===== src/rtl/phy_reset_seq.sv =====
// Multi-PHY reset sequencer running from the slow init clock.
// The sequence is: a common pre-delay with all lines released, a common
// hold-low window, staggered per-channel release in index order, and a
// settle window. It then reports completion (out_en low, ready high).
// A restart request is honoured only once the sequence has completed.
// Optional build macro PHY_RESET_SEQ_STATUS_EN adds the seq_cnt (accepted
// restarts, saturating) and phase (current state) status outputs.
module phy_reset_seq #(
    parameter int N_PHY       = 2,
    parameter int CNT_W       = 10,
    parameter int PRE_CYC     = 3,
    parameter int HOLD_CYC    = 100,
    parameter int STAGGER_CYC = 5,
    parameter int SETTLE_CYC  = 20
) (
    input  logic             init_clk,
    input  logic             reset,
    input  logic             restart_req,
    output logic             restart_ack,
    output logic [N_PHY-1:0] phy_reset,
    output logic             out_en,
    output logic             ready,
    output logic [N_PHY-1:0] busy_ch
`ifdef PHY_RESET_SEQ_STATUS_EN
    ,
    output logic [3:0]       seq_cnt,
    output logic [2:0]       phase
`endif
);

    // Last counter value of each phase; a zero-length phase still takes one cycle.
    localparam int PRE_LAST    = (PRE_CYC     == 0) ? 0 : PRE_CYC - 1;
    localparam int HOLD_LAST   = (HOLD_CYC    == 0) ? 0 : HOLD_CYC - 1;
    localparam int STAG_LAST   = (STAGGER_CYC == 0) ? 0 : STAGGER_CYC - 1;
    localparam int SETTLE_LAST = (SETTLE_CYC  == 0) ? 0 : SETTLE_CYC - 1;

    localparam int MAX_AB  = (PRE_CYC > HOLD_CYC) ? PRE_CYC : HOLD_CYC;
    localparam int MAX_CD  = (STAGGER_CYC > SETTLE_CYC) ? STAGGER_CYC : SETTLE_CYC;
    localparam int MAX_CYC = (MAX_AB > MAX_CD) ? MAX_AB : MAX_CD;

    localparam int IDX_W = (N_PHY > 1) ? $clog2(N_PHY) : 1;

    // Reject configurations the counter or channel logic cannot represent.
    if (CNT_W < 1 || CNT_W > 31 || longint'(MAX_CYC) > ((64'd1 << CNT_W) - 64'd1)) begin : g_cnt_w_check
        $error("phy_reset_seq: CNT_W=%0d cannot hold phase length %0d", CNT_W, MAX_CYC);
    end
    if (HOLD_CYC < 1) begin : g_hold_check
        $error("phy_reset_seq: HOLD_CYC must be at least 1");
    end
    if (N_PHY < 1 || N_PHY > 8) begin : g_nphy_check
        $error("phy_reset_seq: N_PHY=%0d outside 1..8", N_PHY);
    end

    typedef enum logic [2:0] {
        ST_PRE     = 3'd0,
        ST_HOLD    = 3'd1,
        ST_STAGGER = 3'd2,
        ST_SETTLE  = 3'd3,
        ST_DONE    = 3'd4
    } state_t;

    state_t             state_q, state_d;
    logic [CNT_W-1:0]   cnt_q, cnt_d;
    logic [IDX_W-1:0]   idx_q, idx_d;
    logic [N_PHY-1:0]   phy_reset_q, phy_reset_d;
    logic [N_PHY-1:0]   busy_ch_q, busy_ch_d;
    logic               out_en_q, out_en_d;
    logic               ready_q, ready_d;
    logic               ack_q, ack_d;

    // State and output registers; reset releases every PHY line at once.
    always_ff @(posedge init_clk or posedge reset) begin
        if (reset) begin
            state_q     <= ST_PRE;
            cnt_q       <= '0;
            idx_q       <= '0;
            phy_reset_q <= '1;
            busy_ch_q   <= '0;
            out_en_q    <= 1'b1;
            ready_q     <= 1'b0;
            ack_q       <= 1'b0;
        end else begin
            state_q     <= state_d;
            cnt_q       <= cnt_d;
            idx_q       <= idx_d;
            phy_reset_q <= phy_reset_d;
            busy_ch_q   <= busy_ch_d;
            out_en_q    <= out_en_d;
            ready_q     <= ready_d;
            ack_q       <= ack_d;
        end
    end

    // Next-state logic: each phase counts up to its last value, then clears the counter and advances.
    always_comb begin
        state_d     = state_q;
        cnt_d       = cnt_q;
        idx_d       = idx_q;
        phy_reset_d = phy_reset_q;
        busy_ch_d   = busy_ch_q;
        out_en_d    = out_en_q;
        ready_d     = ready_q;
        ack_d       = 1'b0;

        case (state_q)
            ST_PRE: begin
                if (cnt_q == CNT_W'(PRE_LAST)) begin
                    state_d     = ST_HOLD;
                    cnt_d       = '0;
                    phy_reset_d = '0;
                    busy_ch_d   = '1;
                end else begin
                    cnt_d = cnt_q + CNT_W'(1);
                end
            end
            ST_HOLD: begin
                if (cnt_q == CNT_W'(HOLD_LAST)) begin
                    cnt_d          = '0;
                    phy_reset_d[0] = 1'b1;
                    busy_ch_d[0]   = 1'b0;
                    idx_d          = IDX_W'(1);
                    state_d        = (N_PHY > 1) ? ST_STAGGER : ST_SETTLE;
                end else begin
                    cnt_d = cnt_q + CNT_W'(1);
                end
            end
            ST_STAGGER: begin
                if (cnt_q == CNT_W'(STAG_LAST)) begin
                    cnt_d              = '0;
                    phy_reset_d[idx_q] = 1'b1;
                    busy_ch_d[idx_q]   = 1'b0;
                    if (idx_q == IDX_W'(N_PHY - 1)) begin
                        state_d = ST_SETTLE;
                    end else begin
                        idx_d = idx_q + IDX_W'(1);
                    end
                end else begin
                    cnt_d = cnt_q + CNT_W'(1);
                end
            end
            ST_SETTLE: begin
                if (cnt_q == CNT_W'(SETTLE_LAST)) begin
                    state_d  = ST_DONE;
                    cnt_d    = '0;
                    out_en_d = 1'b0;
                    ready_d  = 1'b1;
                end else begin
                    cnt_d = cnt_q + CNT_W'(1);
                end
            end
            ST_DONE: begin
                // Lines stay released; the new sequence re-asserts them at the end of PRE.
                if (restart_req) begin
                    ack_d    = 1'b1;
                    state_d  = ST_PRE;
                    cnt_d    = '0;
                    idx_d    = '0;
                    out_en_d = 1'b1;
                    ready_d  = 1'b0;
                end
            end
            default: begin
                state_d = ST_PRE;
                cnt_d   = '0;
                idx_d   = '0;
            end
        endcase
    end

    assign restart_ack = ack_q;
    assign phy_reset   = phy_reset_q;
    assign busy_ch     = busy_ch_q;
    assign out_en      = out_en_q;
    assign ready       = ready_q;

`ifdef PHY_RESET_SEQ_STATUS_EN
    logic [3:0] seq_cnt_q, seq_cnt_d;

    // Accepted-restart counter saturates at 15.
    always_comb begin
        seq_cnt_d = seq_cnt_q;
        if (ack_d && (seq_cnt_q != 4'hF)) begin
            seq_cnt_d = seq_cnt_q + 4'd1;
        end
    end

    // Restart counter register, cleared only by reset.
    always_ff @(posedge init_clk or posedge reset) begin
        if (reset) begin
            seq_cnt_q <= '0;
        end else begin
            seq_cnt_q <= seq_cnt_d;
        end
    end

    assign seq_cnt = seq_cnt_q;
    assign phase   = state_q;
`endif

endmodule


===== config.mk =====
export PLATFORM = sky130hd
export DESIGN_NAME = phy_reset_seq
export DESIGN_NICKNAME = d
export VERILOG_FILES = /design/src/rtl/phy_reset_seq.sv
export SDC_FILE = /design/constraint.sdc
export NUM_CORES = 1
export LEC_CHECK = 0
export ABC_AREA = 1
export BUFFER_PORTS_ARGS = -buffer_cell sky130_fd_sc_hd__buf_2
export CORE_MARGIN = 2
export CORE_UTILIZATION = 40
export CTS_BUF_LIST = sky130_fd_sc_hd__clkbuf_4 sky130_fd_sc_hd__clkbuf_8
export CTS_CLUSTER_SIZE = 8
export DETAILED_ROUTE_END_ITERATION = 7
export PLACE_DENSITY = 0.64
export RECOVER_POWER = 50
export SKIP_LAST_GASP = 1
export SLEW_MARGIN = 20
export SYNTH_ARGS = -nofsm -noshare
export SYNTH_HDL_FRONTEND = slang
export SYNTH_SLANG_ARGS = --single-unit

===== constraint.sdc =====
create_clock -name init_clk -period 3.6 [get_ports init_clk]
set_input_delay 0.18 -clock init_clk [delete_from_list [all_inputs] [get_ports init_clk]]
set_output_delay 0.18 -clock init_clk [all_outputs]
set_load 0.005 [all_outputs]

## Yosys cells after proc, flatten, opt, wreduce, memory -nomap -nowiden

Index checks and enable logic that the tools add are counted.

| cells by class | value |
|---|---|
| add/sub/neg operators | 2 |
| $lt $le $gt $ge | 2 |
| equality and inequality tests | 14 |
| muxes and demuxes | 36 |
| bitwise operators | 4 |
| reduce and logical (&&, ||, !) cells | 11 |

Operators by type and width:

| cell | count |
|---|---|
| $mux W10 | 5 |
| $pmux W10 S5 | 1 |
| $mux W3 | 6 |
| $pmux W3 S5 | 1 |
| $ne A2 B2 Y1 const B | 6 |
| $mux W1 | 11 |
| $add A10 B1 Y10 const B | 1 |
| $eq A10 B2 Y1 const B | 1 |
| $eq A10 B3 Y1 const B | 1 |
| $eq A10 B5 Y1 const B | 1 |
| $eq A10 B7 Y1 const B | 1 |
| $mux W2 | 4 |
| $pmux W1 S2 | 4 |
| $reduce_and A4 Y1 | 2 |
| $eq A3 B2 Y1 const B | 2 |
| $pmux W1 S3 | 2 |
| $reduce_and A3 Y1 | 2 |
| $reduce_and A6 Y1 | 1 |
| $pmux W1 S4 | 1 |
| $reduce_bool A2 Y1 | 2 |
| $eq A3 B1 Y1 const B | 1 |
| $eq A3 B3 Y1 const B | 1 |
| $logic_not A3 Y1 | 1 |
| $reduce_bool A3 Y1 | 1 |
| 10 further kinds | 10 |

| word-level totals | value |
|---|---|
| register bits after elaboration | 21 |
| bits of input ports | 3 |
| output and inout bits | 7 |
| logic and storage cells | 79 |

## Logic depth before layout (Yosys ltp)

| depth | value |
|---|---|
| depth after elaboration | 8 |
| gate-level depth with buffers | 11 |
| gate-level depth less buffers | 11 |

## Least setup slack after synthesis

No wires, ideal clock.

| timing path | value |
|---|---|
| kind | reg-to-reg |
| from | register cnt_q[0] |
| to | register state_q[2] |
| setup time | 68 ps |
| data arrival time | 1,406 ps |
| required time | 3,532 ps |
| slack | 2,125 ps |
| cell stages (with the launch flop) | 12 |
| clock period less this slack | 1,475 ps |
| cell sequence | dfrtp_1 inv_1 ha_1 nand3_1 nor2_1 nand2_1 nand2_1 nand2_2 nor2_4 buf_6 nand3_1 nand2_1 |

| between the ends | value |
|---|---|
| cells in the longest elaborated chain, start to end | 3 |
| elaborated cells between the ends (all ways) | 9 |
| those cells by class | 8 x eq/ne; 1 x reduce/logical |

RTL lines:

| what | RTL line | RTL |
|---|---|---|
| start: declaration | 63 | `logic [CNT_W-1:0] cnt_q, cnt_d;` |
| start signal: assignment | 84 | `cnt_q <= cnt_d;` |
| $eq A10 B5 Y1 (tied with other cells) | 142 | `if (cnt_q == CNT_W'(SETTLE_LAST)) begin` |
| $ne A2 B2 Y1 (no source line) | -- |  |
| $reduce_and A6 Y1 (no source line) * | -- |  |
| end signal: assignment | 83 | `state_q <= state_d;` |
| end: declaration | 62 | `state_t state_q, state_d;` |

Mark *: on every way between the ends. The rest lies on a longest branch, timed or not.
A chain may end at the register's enable or synchronous reset.

## Final worst setup path

| timing path | value |
|---|---|
| from | register cnt_q[0] |
| to | register state_q[0] |

The elaborated chain is that of the path after synthesis.

==> results.md <==
* Synthesized instance count at approximately 160
* Initial antenna violation count at 0
* H-tree levels at 1
* Post-route cell area at 1333 um^2
* Critical path data arrival time at around 2000 ps
* Comb pwr share at under 10%
* Layout Area Growth over Synthesis at 8.452%
* Final setup violation count at 0
* Post-synth EDFFs at 0
* Top Ports at 10
* Sequential share of the synthesized area at 43.08%
* Max Freq at 547.6 MHz
* Non-Filler Instances at 208
* # hold bufs at CTS at 0
* Clock skew at 1.849 ps
* Number of global-route vias before repair at 975
* Req. time, crit path at between 3000 and 4000 ps
* Internal at 0.0002905 W
* Longest Clk Path Bufs at 2
* Max Slew Vio Count at 0
* TritonCTS Buffers at 3
* Post-Syn Area at 1229 um^2
* Core Region at 2978 um^2
* Crit path max fanout at 11
* PortBufs at 9
* Postcts setup bufs at 0
* Sink Count at 21
* First-pass GRT wire length at approximately 4400 um
* Vias per cell at 5.221
* Post-DP Area at about 1300 um^2
* Final hold violation count at 0
* Clock power frac at between 30 and 40%
* Final min period at 1826 ps
* Post-route DRC violation count at 0
* Commonest cells after routing, fill and taps aside: nand2_1 (43), dfrtp_1 (18), inv_1 (17)
* Power per cell area at between 200 and 300 nW/um^2
* Dpl hpwl at 2033 um
* Syn nets at 169
* Fraction of registers with async set/reset at 100.0%
* Die height at 59.42 um
* Total power at roughly 0.00037 W
* Share of post-route cells with drive strength above 1 at 18.86%
* Insertion delay to the later sink of the worst-skew pair at 300 ps
* Unrepaired setup endpoints after global routing: no
* Fin nets at 182
* Status: complete, no violations
* Sequential power share at roughly two thirds
* Worst Tran Pin Value at 771.9 ps
* Primary FF master, synth: dfrtp_1
* Switching pwr at 0.00007620 W
* Drt wl/cell at about 12 um
* Pin count of the biggest net entering global routing at 22
* Post-Place Cells at approximately 200
* GRT overflow at 0
* Max_slew headroom at 48.48%
* # rows at 20
* Hold WC Path Type: in -> async
* Register bit count reported by yosys at 21
* Mapped Avg Cell Area at 7.538 um^2
* Crit share post-route at 50.72%
* Starting DRC count in detailed routing at 36
* IR drop worst, VDD at between 100 and 150 uV
* Path depth of the worst reg2reg path at 11
* Most common cell after layout, fill and taps aside: nand2_1
* Leakage at 0.6496 nW
* Routed Antenna Nets at 0
* Die X at 59.42 um
* Drt pass-1 iters at 5
* Startpoint type of the worst setup path: flop
* YS warnings at 0
* Final WL at 2557 um
* Count of different cell masters after synthesis at 27
* Critical Path Sink Type: flop
* WS Path Type: reg -> reg
* CTS tree: done
* CTS resizes at 0
* Max-Cap Viols at 0
* DR vias at 1,086
* N_diodes at 0
* Total die area at 3531 um^2
* Starting Density at roughly 41%
* Final setup TNS at 0 ps
* Total GRT Usage at 16.41%
* Placer Congestion at 0.9379
* Sw Share at 20.78%
* Worst-path clk slew at approximately 120 ps
* CTS root buffer: clkbuf_4
## cell usage after synthesis (2+ instances only)
library cell	count	area share, %
a21oi_1	3	1.2
dfrtp_1	18	37
dfstp_2	3	6.4
ha_1	3	3.1
inv_1	17	5.2
inv_2	7	2.1
nand2_1	43	13
nand2_2	2	1.0
nand3_1	14	5.7
nand4_1	2	1.0
nor2_1	12	3.7
nor2_2	4	2.0
nor3_2	2	1.6
o21ai_0	12	4.9
o21ai_1	5	2.0
o22ai_1	4	2.0
xor2_1	2	1.4
## power groups by stage
stage               registers, W   logic [W]  clock network [W]
detailed placement      0.000242  0.00000880                  0
global route            0.000238   0.0000101           0.000134
floorplan               0.000243  0.00000490                  0
CTS                     0.000238  0.00000881           0.000126
global placement        0.000242  0.00000856                  0
finish                  0.000238  0.00000820           0.000121
## routing by layer
metal / GRT usage (%) / part of all wire, % / vias to the layer above
met4: 5.195 / 1.3 / 0
met2: 27.00 / 48 / 31
li1: - / - / 551
met1: 22.12 / 46 / 500
met3: 2.402 / 5.0 / 4
met5: 0 / 0 / -
## stage by stage
step	hold slack [ps]	worst slack (ps)	utilization (%)
detailed placement	369.7	1808	43.78
finish	1.007	1774	44.75
CTS	33.52	1782	44.79
global route	88.52	1532	44.75
global placement	358.3	1904	43.78
floorplan	154.3	2125	-
## sequential cells by signal, indices dropped and copies added (netlist names)
signal,cells
busy_ch,2
state_q,3
out_en,1
phy_reset,2
cnt_q,10
restart_ack,1
idx_q,1
ready,1
## logic make-up (layout without fill, tap and decap cells)
family,Yosys count,in the layout,share of synthesized area (%)
AOI/OAI and AO/OA,27,27,12.32
xor gates and xnor gates,3,3,2.139
adders and majority gates,3,3,3.055
buffers and inverters,26,38,8.554
DFF,21,21,43.08
and+or+nand+nor,83,83,30.85
## area by class of cell
cell class                      instances  area, um^2
Sequential cell                        21       529.3
Tap cell                               33       41.29
Timing Repair Buffer                    9       43.79
Inverter                               25       93.84
Multi-Input combinational cell        116       594.3
Clock buffer                            4       30.03
Fill cell                             297        1645
## worst max-delay path, stage by stage, from the launching register on
cell     delay, ps
dfrtp_1        480
inv_1          140
ha_1           160
nand3_1         80
nor2_1         100
nand2_1         80
nand2_1        120
nand2_2        100
nor2_4         250
nand2_1        110
nand2_1         70
nand2_1         50
## final timing paths
check | startpoint | end | slack, ps
max in group asynchronous | reset | cnt_q[3]$_DFFE_PP0N_ | 3120
hold / removal | reset | restart_ack$_DFF_PP0_ | 1
setup reg to reg | cnt_q[0]$_DFFE_PP0N_ | state_q[0]$_DFFE_PP0P_ | 1770
hold reg to reg | phy_reset[1]$_DFFE_PP1P_ | phy_reset[1]$_DFFE_PP1P_ | 470
setup / recovery | cnt_q[0]$_DFFE_PP0N_ | state_q[0]$_DFFE_PP0P_ | 1770
min in group init_clk | restart_req | restart_ack$_DFF_PP0_ | 190
(Power assumes the default switching activity.)
